`src/rtl/mult_pkg.sv`:
```
//------------------------------------------------------------------------------
// Module   : mult_pkg
// Brief    : Shared state encoding and defaults for the sequential multiplier.
// Revision : 1.0 - initial release
//------------------------------------------------------------------------------
`default_nettype none

package mult_pkg;

  localparam int c_DEFAULT_WIDTH = 16;

  typedef enum logic [1:0] {
    IDLE = 2'd0,
    CALC = 2'd1,
    FIX  = 2'd2,
    DONE = 2'd3
  } state_e;

  // Counter width able to hold the value WIDTH itself.
  function automatic int cnt_width(input int width);
    return $clog2(width + 1);
  endfunction

endpackage

`default_nettype wire

```
`src/rtl/seq_mult_dp.sv`:
```
//------------------------------------------------------------------------------
// Module   : seq_mult_dp
// Brief    : Shift-and-add datapath: magnitude load, accumulate, sign fix-up.
// Revision : 1.0 - initial release
//------------------------------------------------------------------------------
`default_nettype none

module seq_mult_dp
  import mult_pkg::*;
#(
  parameter int WIDTH = c_DEFAULT_WIDTH
) (
  input  logic                 clk,
  input  logic                 rst_n,
  input  logic                 load_i,
  input  logic                 step_i,
  input  logic                 fix_i,
  input  logic                 is_signed_i,
  input  logic [WIDTH-1:0]     a_i,
  input  logic [WIDTH-1:0]     b_i,
  output logic                 bzero_o,
  output logic [2*WIDTH-1:0]   product_o
);

  logic [2*WIDTH-1:0] a_q, a_d;
  logic [2*WIDTH-1:0] acc_q, acc_d;
  logic [2*WIDTH-1:0] product_q, product_d;
  logic [WIDTH-1:0]   b_q, b_d;
  logic               neg_q, neg_d;
  logic [WIDTH-1:0]   w_a_mag;
  logic [WIDTH-1:0]   w_b_mag;

  // Most-negative operand negates to itself, which read unsigned is 2^(WIDTH-1).
  always_comb begin
    w_a_mag = (is_signed_i && a_i[WIDTH-1]) ? -a_i : a_i;
    w_b_mag = (is_signed_i && b_i[WIDTH-1]) ? -b_i : b_i;
  end

  always_comb begin
    a_d       = a_q;
    b_d       = b_q;
    acc_d     = acc_q;
    neg_d     = neg_q;
    product_d = product_q;

    if (load_i) begin
      a_d   = {{WIDTH{1'b0}}, w_a_mag};
      b_d   = w_b_mag;
      acc_d = '0;
      neg_d = is_signed_i & (a_i[WIDTH-1] ^ b_i[WIDTH-1]);
    end else if (step_i) begin
      if (b_q[0]) begin
        acc_d = acc_q + a_q;
      end
      a_d = a_q << 1;
      b_d = b_q >> 1;
    end

    if (fix_i) begin
      product_d = neg_q ? -acc_q : acc_q;
    end
  end

  always_ff @(posedge clk) begin
    if (!rst_n) begin
      a_q       <= '0;
      b_q       <= '0;
      acc_q     <= '0;
      neg_q     <= 1'b0;
      product_q <= '0;
    end else begin
      a_q       <= a_d;
      b_q       <= b_d;
      acc_q     <= acc_d;
      neg_q     <= neg_d;
      product_q <= product_d;
    end
  end

  // Looks one step ahead: true when B will be zero after the current shift.
  assign bzero_o   = ~|b_q[WIDTH-1:1];
  assign product_o = product_q;

endmodule

`default_nettype wire

```
`src/rtl/seq_multiplier.sv`:
```
//------------------------------------------------------------------------------
// Module   : seq_multiplier
// Brief    : Sequential signed/unsigned multiplier with early termination.
// Revision : 1.0 - initial release
//------------------------------------------------------------------------------
`default_nettype none

module seq_multiplier
  import mult_pkg::*;
#(
  parameter int WIDTH = c_DEFAULT_WIDTH
) (
  input  logic                 clk,
  input  logic                 rst_n,
  input  logic                 start,
  input  logic                 is_signed,
  input  logic [WIDTH-1:0]     a_in,
  input  logic [WIDTH-1:0]     b_in,
  output logic                 busy,
  output logic                 done,
  output logic [2*WIDTH-1:0]   product
);

  localparam int                 c_CNT_W     = cnt_width(WIDTH);
  localparam logic [c_CNT_W-1:0] c_LAST_STEP = c_CNT_W'(WIDTH - 1);

  state_e             state_q, state_d;
  logic [c_CNT_W-1:0] count_q, count_d;
  logic               busy_q, busy_d;
  logic               done_q, done_d;

  logic               w_load;
  logic               w_step;
  logic               w_fix;
  logic               w_bzero;

  always_comb begin
    state_d = state_q;
    count_d = count_q;
    busy_d  = busy_q;
    done_d  = 1'b0;
    w_load  = 1'b0;
    w_step  = 1'b0;
    w_fix   = 1'b0;

    case (state_q)
      IDLE: begin
        if (start) begin
          w_load  = 1'b1;
          count_d = '0;
          busy_d  = 1'b1;
          state_d = CALC;
        end
      end
      CALC: begin
        w_step  = 1'b1;
        count_d = count_q + c_CNT_W'(1);
        if (w_bzero || (count_q == c_LAST_STEP)) begin
          state_d = FIX;
        end
      end
      FIX: begin
        w_fix   = 1'b1;
        busy_d  = 1'b0;
        done_d  = 1'b1;
        state_d = DONE;
      end
      DONE: begin
        state_d = IDLE;
      end
      default: begin
        busy_d  = 1'b0;
        state_d = IDLE;
      end
    endcase
  end

  always_ff @(posedge clk) begin
    if (!rst_n) begin
      state_q <= IDLE;
      count_q <= '0;
      busy_q  <= 1'b0;
      done_q  <= 1'b0;
    end else begin
      state_q <= state_d;
      count_q <= count_d;
      busy_q  <= busy_d;
      done_q  <= done_d;
    end
  end

  seq_mult_dp #(
    .WIDTH (WIDTH)
  ) u_dp (
    .clk         (clk),
    .rst_n       (rst_n),
    .load_i      (w_load),
    .step_i      (w_step),
    .fix_i       (w_fix),
    .is_signed_i (is_signed),
    .a_i         (a_in),
    .b_i         (b_in),
    .bzero_o     (w_bzero),
    .product_o   (product)
  );

  assign busy = busy_q;
  assign done = done_q;

endmodule

`default_nettype wire

```
`config.mk`:
```
export PLATFORM = sky130hd
export DESIGN_NAME = seq_multiplier
export DESIGN_NICKNAME = d
export VERILOG_FILES = /design/src/rtl/mult_pkg.sv /design/src/rtl/seq_mult_dp.sv /design/src/rtl/seq_multiplier.sv
export SDC_FILE = /design/constraint.sdc
export NUM_CORES = 1
export LEC_CHECK = 0
export BUFFER_PORTS_ARGS = -buffer_cell sky130_fd_sc_hd__buf_2
export CAP_MARGIN = 15
export CORE_ASPECT_RATIO = 0.75
export CORE_MARGIN = 3
export CORE_UTILIZATION = 30
export DETAILED_ROUTE_END_ITERATION = 8
export PLACE_DENSITY = 0.56
export SYNTH_ARGS = -nofsm -noshare
export SYNTH_HDL_FRONTEND = slang
export SYNTH_HIERARCHICAL = 1
export SYNTH_SLANG_ARGS = --single-unit
```
`constraint.sdc`:
```
create_clock -name clk -period 6.3 [get_ports clk]
set_input_delay 0.63 -clock clk [delete_from_list [all_inputs] [get_ports clk]]
set_output_delay 0.63 -clock clk [all_outputs]
set_load 0.01 [all_outputs]
```
==> impl_summary.log <==
INFO  metric status = complete, no violations
INFO  metric ys.warnings.count = 6
INFO  metric clock_tree.htree_level_count = 4
INFO  metric dieHeight = 143 um
INFO  metric cts_max_path_buffers = 2
INFO  metric ys_dominant_reg_cell = dfxtp_1
INFO  metric starting_density_of_the_core = a little under a third
INFO  metric number_of_global_route_vias_before_repair = about 6,000
INFO  metric critical_path.cell_chain = ha_1, fa_1, a21o_1, a221oi_2, a21oi_1, o41ai_2, a311oi_1, a41oi_1, mux2i_1, nand2_1
INFO  metric cp_max_fo = 5
INFO  metric worst_pin_slew = 1.11 ns
INFO  metric period_needed = between 3 and 4 ns
INFO  metric globalRoute.totalOverflow = 0
INFO  metric post_layout_cell_count = 1,315
INFO  metric rr_endpoint = u_dp/acc_q[30]$_SDFFE_PP0P_
INFO  metric min_period_over_period = between 50 and 60%
INFO  metric grt_util_all_layers = 14.9%
INFO  metric worst_ir_drop_vdd = 0.151 mV
INFO  metric worst_ep_arrival_time = 3.52 ns
INFO  metric crit-reg2reg-launch = u_dp/acc_q[0]$_SDFFE_PP0P_
INFO  metric layout.filler_cells = 2,497
INFO  metric post_synth_num_cell_types = 68
INFO  metric maximum_capacitance_violations = 0
INFO  metric route.final.wire_length = approximately 20,000 um
INFO  metric timing_hold_violations_final = 0
INFO  metric hp-class = reg2reg
INFO  metric async_flop_share = 0%
INFO  metric power-per-cell-area = ~350 nW/um^2
INFO  metric synthCells = roughly 900
INFO  metric leakagePower = 3.53 nW
INFO  metric dp.final_hpwl = between 10,000 and 15,000 um
INFO  metric setup.worst_path.class = reg2reg
INFO  metric worst-endpoint-required = around 6.6 ns
INFO  metric drt-initial-drc-count = approximately 430
INFO  metric rsz0062_at_grt = no
INFO  metric timing.critical_path.to_type = flop
INFO  metric mostFrequentLayoutCells = dfxtp_1, nand2_1, nor2_1
INFO  metric synth.avg_cell_area = ~8 um^2
INFO  metric hold_buffers = 0
INFO  metric ioPinCount = 70
INFO  metric via_per_inst = approximately 5
INFO  metric synth_edf_count = 0
INFO  metric postCtsSetupBuffers = 0
INFO  metric row_count = 49
INFO  metric area_delta_synth_final = 16.6%
INFO  metric post-route-drc-count = 0
INFO  metric layout.cells.most_common = dfxtp_1
INFO  metric grt_pass1_wl = between 30,000 and 40,000 um
INFO  metric netlist_area = 7550 um^2
INFO  metric cp-startpoint = u_dp/acc_q[0]$_SDFFE_PP0P_
INFO  metric tritoncts_num_sinks = about 120
INFO  metric slew_limit_headroom = between 20% and 30%
INFO  metric timing.critical_path.slowest_stage_cell = o41ai_2
INFO  metric worstSkewPairLatency = 0.42 ns
INFO  metric cts_tree = built
INFO  metric ys_seq_area_share = 32.3%
INFO  metric pin_count_of_the_biggest_net_entering_global_routing = 69
INFO  metric cts_root_buf = clkbuf_16
INFO  metric firstDrtPassIters = 5
INFO  metric clock.fmax = 313 MHz
INFO  metric route.detailed.wl_per_inst = roughly 15 um
INFO  metric grt_antenna_before_repair = 3
INFO  metric timing.critical_path.from_type = flop
INFO  metric synth.net_count = between 900 and 1,000
INFO  metric worst_path_largest_cell_delay = between 0.4 and 0.5 ns
INFO  metric tritoncts.num_buffers = 17
INFO  metric timing.setup.tns = 0 ns
INFO  metric rr_worst_depth = 10
INFO  metric reg2reg_setup_slack = 3.10 ns
INFO  metric timing.final.max_slew_violations = 0
INFO  metric core_region_area = about 24,000 um^2
INFO  metric placed_cells = 1,281
INFO  metric floorplan.die_area = between 20,000 and 30,000 um^2
INFO  metric io_buffers = 69
INFO  metric cts_resized = 0
INFO  metric clkTransAtPathRegs = 0.06 ns
INFO  metric dr_total_vias = 6,757
INFO  metric die_width = between 150 and 200 um
INFO  metric final-setup-viol-count = 0
INFO  metric gp_congestion = 0.864
INFO  metric antenna_violating_nets_post_route = 0
INFO  metric final_net_count = approximately 1,000
INFO  metric synth.ff_latch_count = 122
INFO  metric fin_skew = 0.0123 ns
INFO  metric endpoint = u_dp/acc_q[30]$_SDFFE_PP0P_
INFO  metric post_route_cells_drive_above_1_share = 13.4%
-- layout make-up --
type,count,area (um^2),area share (%)
multi-input cells,727,4820,54.8
well taps,331,414,4.70
inverters,24,90.1,1.02
clock buffers,18,439,4.99
diodes,2,5.00,0.0568
flip-flops and latches,122,2440,27.7
repair buffers,77,405,4.60
clock inverters,14,185,2.10
-- Yosys cell counts, drive strengths merged, types with 2 or more instances --
cell / n / area, um^2
nor3: 13 / 65.1
a21boi: 3 / 22.5
nand4: 6 / 43.8
and2: 6 / 37.5
buf: 8 / 31.3
a31oi: 8 / 50.1
mux2i: 23 / 230
nor3b: 4 / 35.0
o21bai: 2 / 15.0
inv: 23 / 86.3
a32oi: 3 / 26.3
xor2: 41 / 359
a21o: 16 / 120
and3: 6 / 37.5
nand3: 15 / 75.1
ha: 39 / 488
nand2: 88 / 330
o21ai: 42 / 210
or2: 4 / 25.0
or4: 3 / 26.3
and4: 3 / 26.3
xnor2: 31 / 272
o41ai: 8 / 92.6
a31o: 2 / 17.5
a211o: 3 / 26.3
nor2: 86 / 323
nor4: 13 / 81.3
dfxtp: 122 / 2440
a211oi: 83 / 623
a311oi: 9 / 78.8
nand2b: 4 / 27.5
o21a: 9 / 67.6
a21oi: 71 / 355
nand3b: 2 / 15.0
clkbuf: 40 / 171
nor4b: 3 / 41.3
o31ai: 10 / 80.1
or3: 12 / 81.3
o211ai: 7 / 52.6
nor2b: 36 / 225
-- routing by layer --
layer,vias up,GRT usage [%],share of wire (%)
met5,-,0,0.035
met2,133,20.3,38
met4,2,4.43,1.1
li1,3488,-,-
met1,3118,23.1,56
met3,16,3.34,5.2
-- metrics by stage --
stage	utilization, %	power, mW	worst slack (ns)	instance area (um^2)	hold WS [ns]
CTS	36.2	3.07	3.10	8800	0.479
global route	36.2	3.24	2.83	8800	0.506
finish	36.2	3.04	3.10	8800	0.481
floorplan	-	1.77	3.45	7550	0.451
detailed placement	33.6	2.02	3.10	8180	0.477
global placement	33.6	2.02	3.12	8180	0.473
-- flip-flops by register name, summed over array words and instances, names as in the netlist --
name            flops
u_dp/product_o     32
u_dp/b_q           16
u_dp/acc_q         32
count_q             5
u_dp/a_q           32
busy                1
state_q             2
done                1
u_dp/neg_q          1
-- worst max-delay path, delay by kind of cell, from the launching register on --
kind                     cells  cell delay (ns)
adder cells (fa/ha/maj)      2             0.65
AND/OR/NAND/NOR              1             0.06
AO/OA/AOI/OAI                6             1.82
flip-flops                   1             0.35
multiplexers                 1             0.21
-- how the worst min path moves through the flow --
stage,startpoint,end,slack (ns),depth (start not counted)
2_1_floorplan,state_q[1]$_SDFFE_PN0P_,state_q[1]$_SDFFE_PN0P_,0.45,2
3_3_place_gp,count_q[4]$_SDFFE_PN0P_,count_q[4]$_SDFFE_PN0P_,0.47,2
3_5_place_dp,u_dp/product_o[9]$_SDFFE_PN0P_,u_dp/product_o[9]$_SDFFE_PN0P_,0.48,2
4_1_cts,b_in[1],u_dp/b_q[1]$_SDFFE_PN0P_,0.48,3
5_1_grt,u_dp/product_o[19]$_SDFFE_PN0P_,u_dp/product_o[19]$_SDFFE_PN0P_,0.51,2
6_report,u_dp/product_o[9]$_SDFFE_PN0P_,u_dp/product_o[9]$_SDFFE_PN0P_,0.48,2
-- power by group --
part,switching (mW),internal (mW)
clock network,0.389,0.643
registers,0.117,0.925
logic,0.586,0.384
-- logic make-up after synthesis --
group | share of synthesized area, %
AO/OA/AOI/OAI | 25.6
XOR/XNOR | 8.35
adder cells (fa/ha/maj) | 6.73
buffers and inverters | 3.88
flip-flops | 32.3
multiplexers | 3.05
AND/OR/NAND/NOR | 20.1
Note: power is estimated with default switching activity, not from simulation.
